`src/rtl/program_loader_if.sv`:
```
// Byte-stream handshake between the host-side source and program_loader.
// The source drives in_valid/in_data; the loader answers with in_ready.
interface program_loader_if;
  logic       in_valid;
  logic [7:0] in_data;
  logic       in_ready;

  modport master (output in_valid, output in_data, input in_ready);
  modport slave  (input in_valid, input in_data, output in_ready);
endinterface

```
`src/rtl/program_loader.sv`:
```
// Frame-to-write-strobe loader for the Salamander-4 instruction memory; holds the core in reset until loaded.
// Optional trailing XOR checksum byte enabled by defining PROGRAM_LOADER_CHECKSUM_EN.
//
// state  | meaning
// IDLE   | after reset, waiting for start
// HEADER | waiting for word count byte N
// DATA   | receiving N payload bytes, one write per byte
// CHECK  | waiting for XOR checksum byte (checksum build only)
// DONE   | program loaded, core released
// ERROR  | frame rejected, core held in reset
module program_loader #(
  parameter int DATA_SIZE = 6,
  parameter int ADDR_SIZE = 5
) (
  input  logic                 clk,
  input  logic                 rst,
  input  logic                 start,
  program_loader_if.slave      s_in,
  output logic                 W,
  output logic [DATA_SIZE-1:0] DATA_WR,
  output logic [ADDR_SIZE-1:0] ADDR,
  output logic                 cpu_rstn,
  output logic                 done,
  output logic                 error
);

  localparam int CAP = 2**ADDR_SIZE;

  typedef enum logic [2:0] {
    S_IDLE,
    S_HEADER,
    S_DATA,
`ifdef PROGRAM_LOADER_CHECKSUM_EN
    S_CHECK,
`endif
    S_DONE,
    S_ERROR
  } state_t;

  state_t               r_state;
  logic [8:0]           r_count;
  logic [ADDR_SIZE-1:0] r_addr;
`ifdef PROGRAM_LOADER_CHECKSUM_EN
  logic [7:0]           r_csum;
`endif

  logic w_accept;
  logic w_hdr_ok;
  logic w_word_ok;

  always_comb begin
    s_in.in_ready = 1'b0;
    case (r_state)
      S_HEADER, S_DATA: s_in.in_ready = 1'b1;
`ifdef PROGRAM_LOADER_CHECKSUM_EN
      S_CHECK:          s_in.in_ready = 1'b1;
`endif
      default:          s_in.in_ready = 1'b0;
    endcase
  end

  assign w_accept  = s_in.in_valid & s_in.in_ready;
  assign w_hdr_ok  = (s_in.in_data != 8'd0) && ({1'b0, s_in.in_data} <= 9'(CAP));
  assign w_word_ok = (s_in.in_data >> DATA_SIZE) == 8'd0;

  always_ff @(posedge clk) begin
    if (rst) begin
      r_state  <= S_IDLE;
      r_count  <= '0;
      r_addr   <= '0;
`ifdef PROGRAM_LOADER_CHECKSUM_EN
      r_csum   <= '0;
`endif
      W        <= 1'b0;
      DATA_WR  <= '0;
      ADDR     <= '0;
      cpu_rstn <= 1'b0;
      done     <= 1'b0;
      error    <= 1'b0;
    end else begin
      W <= 1'b0;
      case (r_state)
        S_IDLE, S_DONE, S_ERROR: begin
          if (start) begin
            r_state  <= S_HEADER;
            r_count  <= '0;
            r_addr   <= '0;
`ifdef PROGRAM_LOADER_CHECKSUM_EN
            r_csum   <= '0;
`endif
            cpu_rstn <= 1'b0;
            done     <= 1'b0;
            error    <= 1'b0;
          end
        end
        S_HEADER: begin
          if (w_accept) begin
            if (w_hdr_ok) begin
              r_state <= S_DATA;
              r_count <= {1'b0, s_in.in_data};
`ifdef PROGRAM_LOADER_CHECKSUM_EN
              r_csum  <= r_csum ^ s_in.in_data;
`endif
            end else begin
              r_state <= S_ERROR;
              error   <= 1'b1;
            end
          end
        end
        S_DATA: begin
          if (w_accept) begin
            if (!w_word_ok) begin
              r_state <= S_ERROR;
              error   <= 1'b1;
            end else begin
              W       <= 1'b1;
              DATA_WR <= s_in.in_data[DATA_SIZE-1:0];
              ADDR    <= r_addr;
              r_addr  <= r_addr + 1'b1;
              r_count <= r_count - 9'd1;
`ifdef PROGRAM_LOADER_CHECKSUM_EN
              r_csum  <= r_csum ^ s_in.in_data;
              if (r_count == 9'd1) r_state <= S_CHECK;
`else
              if (r_count == 9'd1) begin
                r_state  <= S_DONE;
                done     <= 1'b1;
                cpu_rstn <= 1'b1;
              end
`endif
            end
          end
        end
`ifdef PROGRAM_LOADER_CHECKSUM_EN
        S_CHECK: begin
          if (w_accept) begin
            if (s_in.in_data == r_csum) begin
              r_state  <= S_DONE;
              done     <= 1'b1;
              cpu_rstn <= 1'b1;
            end else begin
              r_state <= S_ERROR;
              error   <= 1'b1;
            end
          end
        end
`endif
        default: r_state <= S_IDLE;
      endcase
    end
  end

endmodule

```
`src/flat_wrapper.sv`:
```
// flat-port wrapper written by rule: the top's interface ports become plain ports
module program_loader_flat 
#(
  parameter int DATA_SIZE = 6,
  parameter int ADDR_SIZE = 5
)
  (clk, rst, start, W, DATA_WR, ADDR, cpu_rstn, done, error, s_in_in_valid, s_in_in_data, s_in_in_ready);
  program_loader_if s_in_i ();
  input  logic clk;
  input  logic rst;
  input  logic start;
  output logic W;
  output logic [DATA_SIZE-1:0] DATA_WR;
  output logic [ADDR_SIZE-1:0] ADDR;
  output logic cpu_rstn;
  output logic done;
  output logic error;
  input wire logic [$bits(s_in_i.in_valid)-1:0] s_in_in_valid;
  input wire logic [$bits(s_in_i.in_data)-1:0] s_in_in_data;
  output wire logic [$bits(s_in_i.in_ready)-1:0] s_in_in_ready;
  assign s_in_i.in_valid = s_in_in_valid;
  assign s_in_i.in_data = s_in_in_data;
  assign s_in_in_ready = s_in_i.in_ready;
  program_loader #(.DATA_SIZE(DATA_SIZE), .ADDR_SIZE(ADDR_SIZE)) u_core (.clk(clk), .rst(rst), .start(start), .s_in(s_in_i), .W(W), .DATA_WR(DATA_WR), .ADDR(ADDR), .cpu_rstn(cpu_rstn), .done(done), .error(error));
endmodule
```
`config.mk`:
```
export PLATFORM = sky130hd
export DESIGN_NAME = program_loader_flat
export DESIGN_NICKNAME = d
export VERILOG_FILES = /design/src/rtl/program_loader_if.sv /design/src/rtl/program_loader.sv /design/src/flat_wrapper.sv
export SDC_FILE = /design/constraint.sdc
export NUM_CORES = 1
export LEC_CHECK = 0
export ABC_AREA = 1
export CORE_MARGIN = 2
export CORE_UTILIZATION = 30
export DETAILED_ROUTE_END_ITERATION = 10
export HOLD_SLACK_MARGIN = 0.08
export MAX_ROUTING_LAYER = met4
export SLEW_MARGIN = 30
export SYNTH_ARGS = -nofsm -noshare
export SYNTH_HDL_FRONTEND = slang
export SYNTH_SLANG_ARGS = --single-unit
```
`constraint.sdc`:
```
create_clock -name clk -period 1.35 [get_ports clk]
set_clock_uncertainty 0.1 [all_clocks]
set_input_delay 0.27 -clock clk [delete_from_list [all_inputs] [get_ports clk]]
set_output_delay 0.27 -clock clk [all_outputs]
set_load 0.1 [all_outputs]
```
==> flow_summary.json <==
{
  "route.detailed.drc": 0,
  "via_to_cell_ratio": 4.694,
  "synth_top_cells_by_count": "nand2_1 (62), nor2_1 (36), inv_1 (35)",
  "synthesis.nets": 272,
  "clockRootBuffer": "clkbuf_8",
  "die-height_um": 79.23,
  "worst_ir_drop_vdd_uv": 460.2,
  "initial_utilization": 0.3102,
  "grt_remaining_overflow": 0,
  "layout.nets": 357,
  "grt_start_max_net_pins": 18,
  "cellPowerDensity_mw_per_mm2": 1083,
  "worst-endpoint-arrival_ns": 1.24,
  "finalCritPeriodShare": 1.190,
  "ys_async_sr_fraction": 0,
  "achievable-frequency_mhz": 622.5,
  "hold_path_class": "in -> reg",
  "ys.warnings.count": 0,
  "tritoncts.num_buffers": 5,
  "holdBufCountCts": 0,
  "setup_slack_ns": -0.2564,
  "drv.max_cap_violation_count": 0,
  "antenna_cells_inserted": 0,
  "synth-seq-area-share": 0.3655,
  "switching_fraction_of_total_power": 0.3928,
  "critPathRequiredTime_ns": 0.98,
  "routedWlPerCell_um": 12.58,
  "gr-usage-all-layers": 0.1813,
  "die_footprint_mm2": 0.006277,
  "p_seq_frac": 0.326,
  "rsz0062_at_grt": "yes",
  "setup.worst_path.start_class": "flop",
  "drt_pass1_iterations": 4,
  "synth-edff-count": 0,
  "synth.distinct_cells": 28,
  "synth_seq_cells": 31,
  "clkSlewWorstSetupHoldPaths_ns": 0.07,
  "synth_top_area_frac": 0.3655,
  "synth_largest_area_cell": "dfxtp_1",
  "timing.final.setup_violations": 31,
  "mappedNetlistArea_mm2": 0.001698,
  "grt_pass1_vias": 1930,
  "result_of_the_run": "complete, but fails checks",
  "timing.critical_path.to_type": "primary output",
  "rows": 27,
  "p_clk_frac": 0.220,
  "synth_cells": 257,
  "clk-insertion-delay-late_ns": 0.28,
  "areaGrowthSynthToFinish_pct": 78.48,
  "cellLeakagePower_nw": 1.386,
  "finalPower_mw": 3.281,
  "cellInternalPower_mw": 1.992,
  "dr_total_vias": 1948,
  "hold_ws_ns": 0.3711,
  "dr.first_iter.drc_count": 120,
  "min_period_ns": 1.606,
  "layout-drive-gt1-share": 0.4315,
  "dp.final_hpwl_um": 3291,
  "cell_with_the_most_instances_after_synthesis": "nand2_1",
  "largest_fanout_of_any_net_on_the_critical_path": 3,
  "fillCellCount": 520,
  "ios": 28,
  "routed_wl_um": 5220,
  "clock_sink_count": 31,
  "port_buffers": 27,
  "postSynth.topFlopCell": "dfxtp_1",
  "die_width_um": 79.23,
  "failed_checks": "setup timing",
  "fp.coreArea_mm2": 0.005473,
  "synthesis.area_per_instance_um2": 6.607,
  "slew-limit-headroom": 0.8118,
  "antenna_found_initial": 0,
  "ant_nets": 0,
  "tightest_pin_transition_ns": 0.2812,
  "clock_path_buffers": 2,
  "maxSlewViolCount": 0,
  "globalplace.congestion": 0.8619,
  "clock_tree.htree_level_count": 2,
  "power_frac_comb": 0.454,
  "wire_length_of_the_first_global_routing_pass_um": 8804,
  "final-hold-violation-count": 0,
  "cts_tree": "done",
  "netlist_top_cells_area": "dfxtp_1 (37%), nand2_1 (14%), nor2_1 (8.0%), inv_1 (7.7%), a21oi_1 (6.8%)",
  "worst-setup-path-type": "reg -> out",
  "net_switching_power_mw": 1.289
}
-- layout by cell type, fill, tap and decap left out, types with 10 or more instances in the layout --
cell type / count
dfxtp_1: 19
buf_4: 39
buf_6: 10
nand2_2: 13
o21ai_0: 12
inv_1: 24
nand3_1: 12
buf_12: 20
nand2_1: 47
nor2_1: 30
a21oi_1: 20
dfxtp_2: 10
-- path summary, 6_finish.rpt --
path                                                startpoint                              to  slack, ns  depth (start not counted)
worst min-delay path                           s_in_in_data[0]  u_core.DATA_WR[0]$_SDFFE_PP0P_       0.37                          4
worst max register to register  u_core.r_state[0]$_SDFFE_PP0P_  u_core.r_count[0]$_SDFFE_PP0P_      -0.21                         11
worst min register to register   u_core.r_addr[1]$_SDFFE_PP0P_     u_core.ADDR[1]$_SDFFE_PP0P_       0.40                          2
worst max-delay path            u_core.r_state[0]$_SDFFE_PP0P_                   s_in_in_ready      -0.26                          6
-- through the flow --
step / setup TNS [ns] / util / area, µm² / setup slack, ns / std cells
after floorplan: -1.552 / - / 1757 / -0.1966 / 257
after global placement: -12.44 / 0.4575 / 2504 / -0.4978 / 383
after detailed placement: -13.38 / 0.4575 / 2504 / -0.5497 / 383
after CTS: -3.536 / 0.5295 / 2898 / -0.2642 / 410
after global routing: -7.193 / 0.5537 / 3030 / -0.3058 / 415
final: -4.578 / 0.5537 / 3030 / -0.2564 / 415
-- critical path, cell delays in order (launching register included) --
cell and delay (ns):
dfxtp_4 0.36, inv_4 0.06, nand3_4 0.08, buf_12 0.14, nand2_8 0.05, buf_6 0.10
buf_12 0.16
-- cell type report --
class / count / area [µm²] / share of cell area
multi-input cells: 183 / 1131 / 0.3732
flip-flops and latches: 31 / 640.6 / 0.2114
repair inverters: 2 / 15.01 / 0.004955
repair buffers: 80 / 905.9 / 0.2989
clock buffers: 5 / 68.82 / 0.02271
inverters: 39 / 163.9 / 0.05409
clock inverters: 3 / 15.01 / 0.004955
well taps: 72 / 90.09 / 0.02973
-- per-layer routing --
metal	track usage	vias up	share of wire
met5	-	-	0
met4	0.07414	0	0.017
met3	0.03977	8	0.061
met2	0.2941	60	0.50
met1	0.2187	895	0.42
li1	-	985	-
-- power by group through the flow --
| stage | sequential, mW | combinational [mW] | clock (mW) |
|---|---|---|---|
| after floorplan | 1.11 | 0.709 | 0 |
| after detailed placement | 1.07 | 1.13 | 0 |
| after CTS | 1.06 | 1.34 | 0.733 |
| final | 1.07 | 1.49 | 0.723 |
| after global routing | 1.08 | 1.63 | 0.780 |
| after global placement | 1.07 | 1.11 | 0 |
-- registers in the layout, summed over array words and instances, names as in the netlist --
| signal | cells |
|---|---|
| u_core.DATA_WR | 6 |
| u_core.r_state | 3 |
| u_core.error | 1 |
| u_core.cpu_rstn | 1 |
| u_core.W | 1 |
| u_core.r_count | 9 |
| u_core.ADDR | 5 |
| u_core.r_addr | 5 |
-- cell families after synthesis --
kind of cell | after synthesis | synth area share
AO/OA/AOI/OAI | 43 | 0.1349
XOR/XNOR | 2 | 0.01032
adder cells (fa/ha/maj) | 3 | 0.02211
buffers and inverters | 45 | 0.1135
flip-flops | 31 | 0.3655
AND/OR/NAND/NOR | 133 | 0.3537
-- timing repair --
action,in CTS,in global routing
gates resized for setup,56,27
cloned,4,0
buffers inserted,15,5
pin swaps,29,19
endpoints found under the setup margin,30,32
Power figures use the tool's default switching activity.
